==> src/rtl/i2s_pkg.sv <==
// rtl/i2s_pkg.sv - shared I2S constants and receiver state encoding
package i2s_pkg;
   localparam int DATA_W_DEFAULT = 24;

   // Channel encoding on ws, shared with the transmitter.
   localparam logic WS_LEFT = 1'b0;

   typedef enum logic [1:0] {
      ALIGN,
      LEFT,
      RIGHT
   } state_t;
endpackage

==> src/rtl/i2s_receiver_if.sv <==
// rtl/i2s_receiver_if.sv - left/right sample pair handshake towards the DSP chain
interface i2s_receiver_if
   import i2s_pkg::*;
#(
   parameter int DATA_W = DATA_W_DEFAULT
);
   logic [DATA_W-1:0] audio_left;
   logic [DATA_W-1:0] audio_right;
   logic              out_valid;
   logic              out_ready;

   modport master (output audio_left, output audio_right, output out_valid, input out_ready);
   modport slave  (input audio_left, input audio_right, input out_valid, output out_ready);
endinterface

==> src/rtl/i2s_sync_edge.sv <==
// rtl/i2s_sync_edge.sv - N-stage synchroniser with registered rising-edge pulse
module i2s_sync_edge #(
   parameter int STAGES = 2
) (
   input  logic clk,
   input  logic reset,
   input  logic d,
   output logic rise
);
   logic [STAGES-1:0] sync_sr;
   logic              last;

   always_ff @(posedge clk or posedge reset) begin
      if (reset) begin
         sync_sr <= '0;
         last    <= 1'b0;
         rise    <= 1'b0;
      end else begin
         sync_sr <= {sync_sr[STAGES-2:0], d};
         last    <= sync_sr[STAGES-1];
         rise    <= sync_sr[STAGES-1] & ~last;
      end
   end
endmodule

==> src/rtl/i2s_receiver.sv <==
// rtl/i2s_receiver.sv - oversampling Philips I2S capture into 24-bit left/right pairs
module i2s_receiver
   import i2s_pkg::*;
#(
   parameter int DATA_W      = DATA_W_DEFAULT,
   parameter int SYNC_STAGES = 2
) (
   input  logic           clk,
   input  logic           reset,
   input  logic           i2s_clk,
   input  logic           i2s_ws,
   input  logic           i2s_data,
   i2s_receiver_if.master pair_if,
   output logic           locked,
   output logic           frame_err,
   output logic           overrun
);
   localparam int CW = $clog2(DATA_W + 1);
   localparam logic [CW-1:0] CNT_MAX = CW'(DATA_W);
   localparam logic [CW-1:0] TOP_IDX = CW'(DATA_W - 1);

   logic                   bev;
   logic [SYNC_STAGES-1:0] ws_sr;
   logic [SYNC_STAGES-1:0] data_sr;
   logic                   ws_s;
   logic                   data_s;
   logic                   ws_prev;
   logic                   boundary;
   logic                   short_word;
   state_t                 state;
   logic [CW-1:0]          cnt;
   logic [DATA_W-1:0]      word;
   logic [DATA_W-1:0]      word_next;
   logic [DATA_W-1:0]      left_hold;
   logic [DATA_W-1:0]      audio_left_r;
   logic [DATA_W-1:0]      audio_right_r;
   logic                   out_valid_r;

   i2s_sync_edge #(.STAGES(SYNC_STAGES)) u_bclk_sync (
      .clk   (clk),
      .reset (reset),
      .d     (i2s_clk),
      .rise  (bev)
   );

   always_ff @(posedge clk or posedge reset) begin
      if (reset) begin
         ws_sr   <= '0;
         data_sr <= '0;
      end else begin
         ws_sr   <= {ws_sr[SYNC_STAGES-2:0], i2s_ws};
         data_sr <= {data_sr[SYNC_STAGES-2:0], i2s_data};
      end
   end

   assign ws_s       = ws_sr[SYNC_STAGES-1];
   assign data_s     = data_sr[SYNC_STAGES-1];
   assign boundary   = (ws_s != ws_prev);
   // The boundary bit itself counts towards the closing word.
   assign short_word = (cnt < TOP_IDX);

   always_comb begin
      word_next = word;
      if (cnt < CNT_MAX) begin
         word_next[TOP_IDX - cnt] = data_s;
      end
   end

   always_ff @(posedge clk or posedge reset) begin
      if (reset) begin
         state         <= ALIGN;
         ws_prev       <= 1'b0;
         cnt           <= '0;
         word          <= '0;
         left_hold     <= '0;
         audio_left_r  <= '0;
         audio_right_r <= '0;
         out_valid_r   <= 1'b0;
         locked        <= 1'b0;
         frame_err     <= 1'b0;
         overrun       <= 1'b0;
      end else begin
         frame_err <= 1'b0;
         overrun   <= 1'b0;
         if (out_valid_r && pair_if.out_ready) begin
            out_valid_r <= 1'b0;
         end
         if (bev) begin
            ws_prev <= ws_s;
            if (boundary) begin
               cnt  <= '0;
               word <= '0;
            end else if (cnt < CNT_MAX) begin
               cnt  <= cnt + 1'b1;
               word <= word_next;
            end
            case (state)
               ALIGN: begin
                  if (boundary && ws_s == WS_LEFT) begin
                     state  <= LEFT;
                     locked <= 1'b1;
                  end
               end
               LEFT: begin
                  if (boundary) begin
                     left_hold <= word_next;
                     frame_err <= short_word;
                     state     <= RIGHT;
                  end
               end
               RIGHT: begin
                  if (boundary) begin
                     frame_err <= short_word;
                     state     <= LEFT;
                     if (!out_valid_r || pair_if.out_ready) begin
                        audio_left_r  <= left_hold;
                        audio_right_r <= word_next;
                        out_valid_r   <= 1'b1;
                     end else begin
                        overrun <= 1'b1;
                     end
                  end
               end
               default: state <= ALIGN;
            endcase
         end
      end
   end

   assign pair_if.audio_left  = audio_left_r;
   assign pair_if.audio_right = audio_right_r;
   assign pair_if.out_valid   = out_valid_r;
endmodule

==> src/flat_wrapper.sv <==
// flat-port wrapper written by rule: the top's interface ports become plain ports
module i2s_receiver_flat import i2s_pkg::*;
#(
   parameter int DATA_W      = DATA_W_DEFAULT,
   parameter int SYNC_STAGES = 2
)
  (clk, reset, i2s_clk, i2s_ws, i2s_data, locked, frame_err, overrun, pair_if_audio_left, pair_if_audio_right, pair_if_out_valid, pair_if_out_ready);
  i2s_receiver_if #(.DATA_W(DATA_W)) pair_if_i ();
  input  logic clk;
  input  logic reset;
  input  logic i2s_clk;
  input  logic i2s_ws;
  input  logic i2s_data;
  output logic locked;
  output logic frame_err;
  output logic overrun;
  output wire logic [$bits(pair_if_i.audio_left)-1:0] pair_if_audio_left;
  output wire logic [$bits(pair_if_i.audio_right)-1:0] pair_if_audio_right;
  output wire logic [$bits(pair_if_i.out_valid)-1:0] pair_if_out_valid;
  input wire logic [$bits(pair_if_i.out_ready)-1:0] pair_if_out_ready;
  assign pair_if_audio_left = pair_if_i.audio_left;
  assign pair_if_audio_right = pair_if_i.audio_right;
  assign pair_if_out_valid = pair_if_i.out_valid;
  assign pair_if_i.out_ready = pair_if_out_ready;
  i2s_receiver #(.DATA_W(DATA_W), .SYNC_STAGES(SYNC_STAGES)) u_core (.clk(clk), .reset(reset), .i2s_clk(i2s_clk), .i2s_ws(i2s_ws), .i2s_data(i2s_data), .pair_if(pair_if_i), .locked(locked), .frame_err(frame_err), .overrun(overrun));
endmodule
==> config.mk <==
export PLATFORM = sky130hd
export DESIGN_NAME = i2s_receiver_flat
export DESIGN_NICKNAME = d
export VERILOG_FILES = /design/src/rtl/i2s_pkg.sv /design/src/rtl/i2s_receiver_if.sv /design/src/rtl/i2s_sync_edge.sv /design/src/rtl/i2s_receiver.sv /design/src/flat_wrapper.sv
export SDC_FILE = /design/constraint.sdc
export NUM_CORES = 1
export LEC_CHECK = 0
export BUFFER_PORTS_ARGS = -buffer_cell sky130_fd_sc_hd__buf_2
export CORE_ASPECT_RATIO = 1.1
export CORE_MARGIN = 2
export CORE_UTILIZATION = 58
export DETAILED_ROUTE_END_ITERATION = 8
export GPL_TIMING_DRIVEN = 0
export PLACE_DENSITY = 0.79
export REMOVE_ABC_BUFFERS = 1
export SLEW_MARGIN = 20
export SYNTH_ARGS = -nofsm -noshare
export SYNTH_HDL_FRONTEND = slang
export SYNTH_SLANG_ARGS = --single-unit
==> constraint.sdc <==
create_clock -name clk -period 3.88 [get_ports clk]
set_clock_uncertainty 0.1 [all_clocks]
set_input_delay 0.388 -clock clk [delete_from_list [all_inputs] [get_ports clk]]
set_output_delay 0.388 -clock clk [all_outputs]
set_load 0.01 [all_outputs]
==> run summary <==
Sinks on Clock Net: 116
Clock root buffer: clkbuf_8
Final Slew Violations: 0
Routed wire length: 9270 um
Minimum clock period: 2270 ps
Hold Path Class: input pin to flop
P_int: 0.00267 W
Place WS: 1320 ps
Power Dens Cells: 615 mW/mm^2
WS Path Type: flop to flop
Worst vdd ir: 496 uV
WP buf/inv: 0
Final ANT Viol Nets: 0
All-Layer GR Usage: 0.211
Area after DPL: 0.00541 mm^2
Fmax: 441 MHz
DR iter-0 viols: 184
Asr flop ratio synth: 1.00
Status: complete, no violations
Boundary pin count: 58
Dpl hpwl: 5630 um
Final nets: 463
Drt first pass iters: 5
Crit-path cells: and3_1, nand2b_2, o2bb2ai_1
Post-Syn Area: 0.00507 mm^2
Startpoint types: flop
Sw Share: 0.279
Fillers: 580
RePlAce Congestion: 0.759
Die H: 102 um
H-tree Lvls: 4
Final period util: 0.584
Primary FF master, synth: dfrtp_1
Mean Syn Cell Area: 13.0 um^2
Initial antenna violation count: 0
Endpoints failing setup: 0
Area of the core: 0.00845 mm^2
Final worst slack: 1610 ps
TritonCTS Buffers: 17
Routed WL per cell: 16.3 um
Setup TNS: 0 ps
Vias per cell: 5.48
Reg clk slew, reported paths: 50 ps
Synth cell types: 39
Post-Syn Instances: 389
Worst Hold Margin: 83.3 ps
DRC Markers: 0
Worst setup EP type: flop
Comb pwr share: 0.184
Crit Path Max Fanout: 30
Die Area: 0.00950 mm^2
CP top delay family: flip-flops
Num rows: 35
Antenna fix cells: 0
Post-synthesis sequential area ratio: 0.573
Total grt overflow: 0
EDFF count, synth: 0
Area grow syn2layout: 18.8%
First-pass GRT wire length: 15500 um
Critical Path AT: 2560 ps
Hold Crit Depth: 3
Worst r2r path cells: 3
Register bit total from synthesis: 116
I/O Buffers: 57
Clock Power Share: 0.396
RSZ-0062 raised after global routing: no
Initial Util: 0.600
Maxcap violations: 0
CP Data Required Time: 4180 ps
Layout cells sized above 1: 0.288
Slew headroom: 0.324
Seq pwr share: 0.420
Ys Warns: 0
CP peak stage delay: 990 ps
Yosys top cell area share: 0.573
Pin count of the biggest net entering global routing: 67
Routed vias: 3124
TritonCTS clock tree: built
Hold Fails Final Rpt: 0
Worst path depth: 3
Vias in the first global route: 3189
CP max stage cell: dfrtp_1
Setup bufs post-CTS: 0
Synth area leader: dfrtp_1
P_sw: 0.00103 W
Worst-Skew Late Latency: 500 ps
Die width: 93.1 um
Deepest clock path buffer count: 2
Area contributors post-synth: dfrtp_1 (57%), mux2i_1 (9.7%), mux2_2 (4.9%)
Design Area, Final: 0.00602 mm^2
Tightest Pin Transition: 1010 ps
Leakage: 2.92 nW
-- sequential cells by signal (all words and copies together) (netlist names), 2 cells and up --
name and flops:
u_core.cnt 5, u_core.data_sr 2, u_core.left_hold 24, u_core.pair_if.audio_left 24
u_core.pair_if.audio_right 24, u_core.state 2, u_core.u_bclk_sync.sync_sr 2, u_core.word 24
u_core.ws_sr 2
-- final timing paths --
check	start	slack (ps)	to
min in group asynchronous	reset	370	u_core.u_bclk_sync.last
max in group asynchronous	reset	2640	u_core.pair_if.audio_right[1]
setup reg to reg	u_core.cnt[3]	1610	u_core.word[18]
hold reg to reg	u_core.u_bclk_sync.sync_sr[0]	250	u_core.u_bclk_sync.sync_sr[1]
hold / removal	pair_if_out_ready	80	u_core.overrun
setup / recovery	u_core.cnt[3]	1610	u_core.word[18]
-- what timing repair did --
action / in CTS / in global routing
hold endpoints to repair: 53 / 0
hold buffers: 4 / 0
resized for setup: 0 / 0
-- layer usage --
| layer | vias up | GRT usage | part of all wire |
|---|---|---|---|
| met1 | 1565 | 0.272 | 0.45 |
| met3 | 8 | 0.0597 | 0.035 |
| met4 | 0 | 0.0588 | 0.0088 |
| li1 | 1485 | - | - |
| met2 | 66 | 0.355 | 0.51 |
| met5 | - | 0 | 0 |
-- worst min-delay path, stage by stage --
cell and delay (ps):
buf_2 70, nand2b_1 140, nor2_1 60
-- layout by cell type, fill, tap and decap left out, types with 6 or more instances in the layout --
cell / n
and4bb_2: 7
buf_2: 57
clkbuf_16: 16
clkinv_2: 6
dfrtp_1: 116
ha_1: 10
inv_1: 32
mux2_2: 22
mux2i_1: 49
nand2_1: 27
nand4b_1: 8
o21ai_0: 19
o21ai_1: 8
o2bb2ai_1: 25
-- synthesized netlist by cell type, types with 4 or more instances --
cell         n
mux2_2      22
buf_6        7
inv_1       33
o21ai_0     19
clkbuf_1     6
ha_1        10
and4bb_2     7
o21ai_1      8
mux2_1       4
o2bb2ai_1   25
and4bb_1     4
mux2i_1     49
nand2b_1     5
buf_2        6
nand2_1     27
buf_4        6
nand4b_1     8
dfrtp_1    116
-- power groups by stage --
| stage | Combinational [W] | Sequential (W) | Clock, W |
|---|---|---|---|
| 6_report | 0.000681 | 0.00156 | 0.00147 |
| 3_5_place_dp | 0.000685 | 0.00157 | 0 |
| 4_1_cts | 0.000694 | 0.00155 | 0.00148 |
| 5_1_grt | 0.000768 | 0.00158 | 0.00154 |
| 2_1_floorplan | 0.000349 | 0.00162 | 0 |
| 3_3_place_gp | 0.000639 | 0.00156 | 0 |
-- cell families after synthesis --
group | synth area share
mux | 0.155
simple gates | 0.103
fa+ha+maj | 0.0247
buf+inv | 0.0612
flops | 0.573
compound gates | 0.0839
-- cell type report --
cell class                      count  area, um^2  share of cell area
Sequential cell                   116        2900               0.482
Multi-Input combinational cell    213        1860               0.309
Clock buffer                       21         459              0.0763
Timing Repair Buffer               66         427              0.0709
Tap cell                          111         139              0.0231
Inverter                           33         129              0.0214
Clock inverter                     10         106              0.0177
-- through the flow --
stage,cells,util,power (W)
2_1_floorplan,362,-,0.00197
4_1_cts,570,0.712,0.00373
6_report,570,0.712,0.00371
3_3_place_gp,530,0.628,0.00220
5_1_grt,570,0.712,0.00389
3_5_place_dp,535,0.640,0.00225
Note: power is estimated with default switching activity, not from simulation.
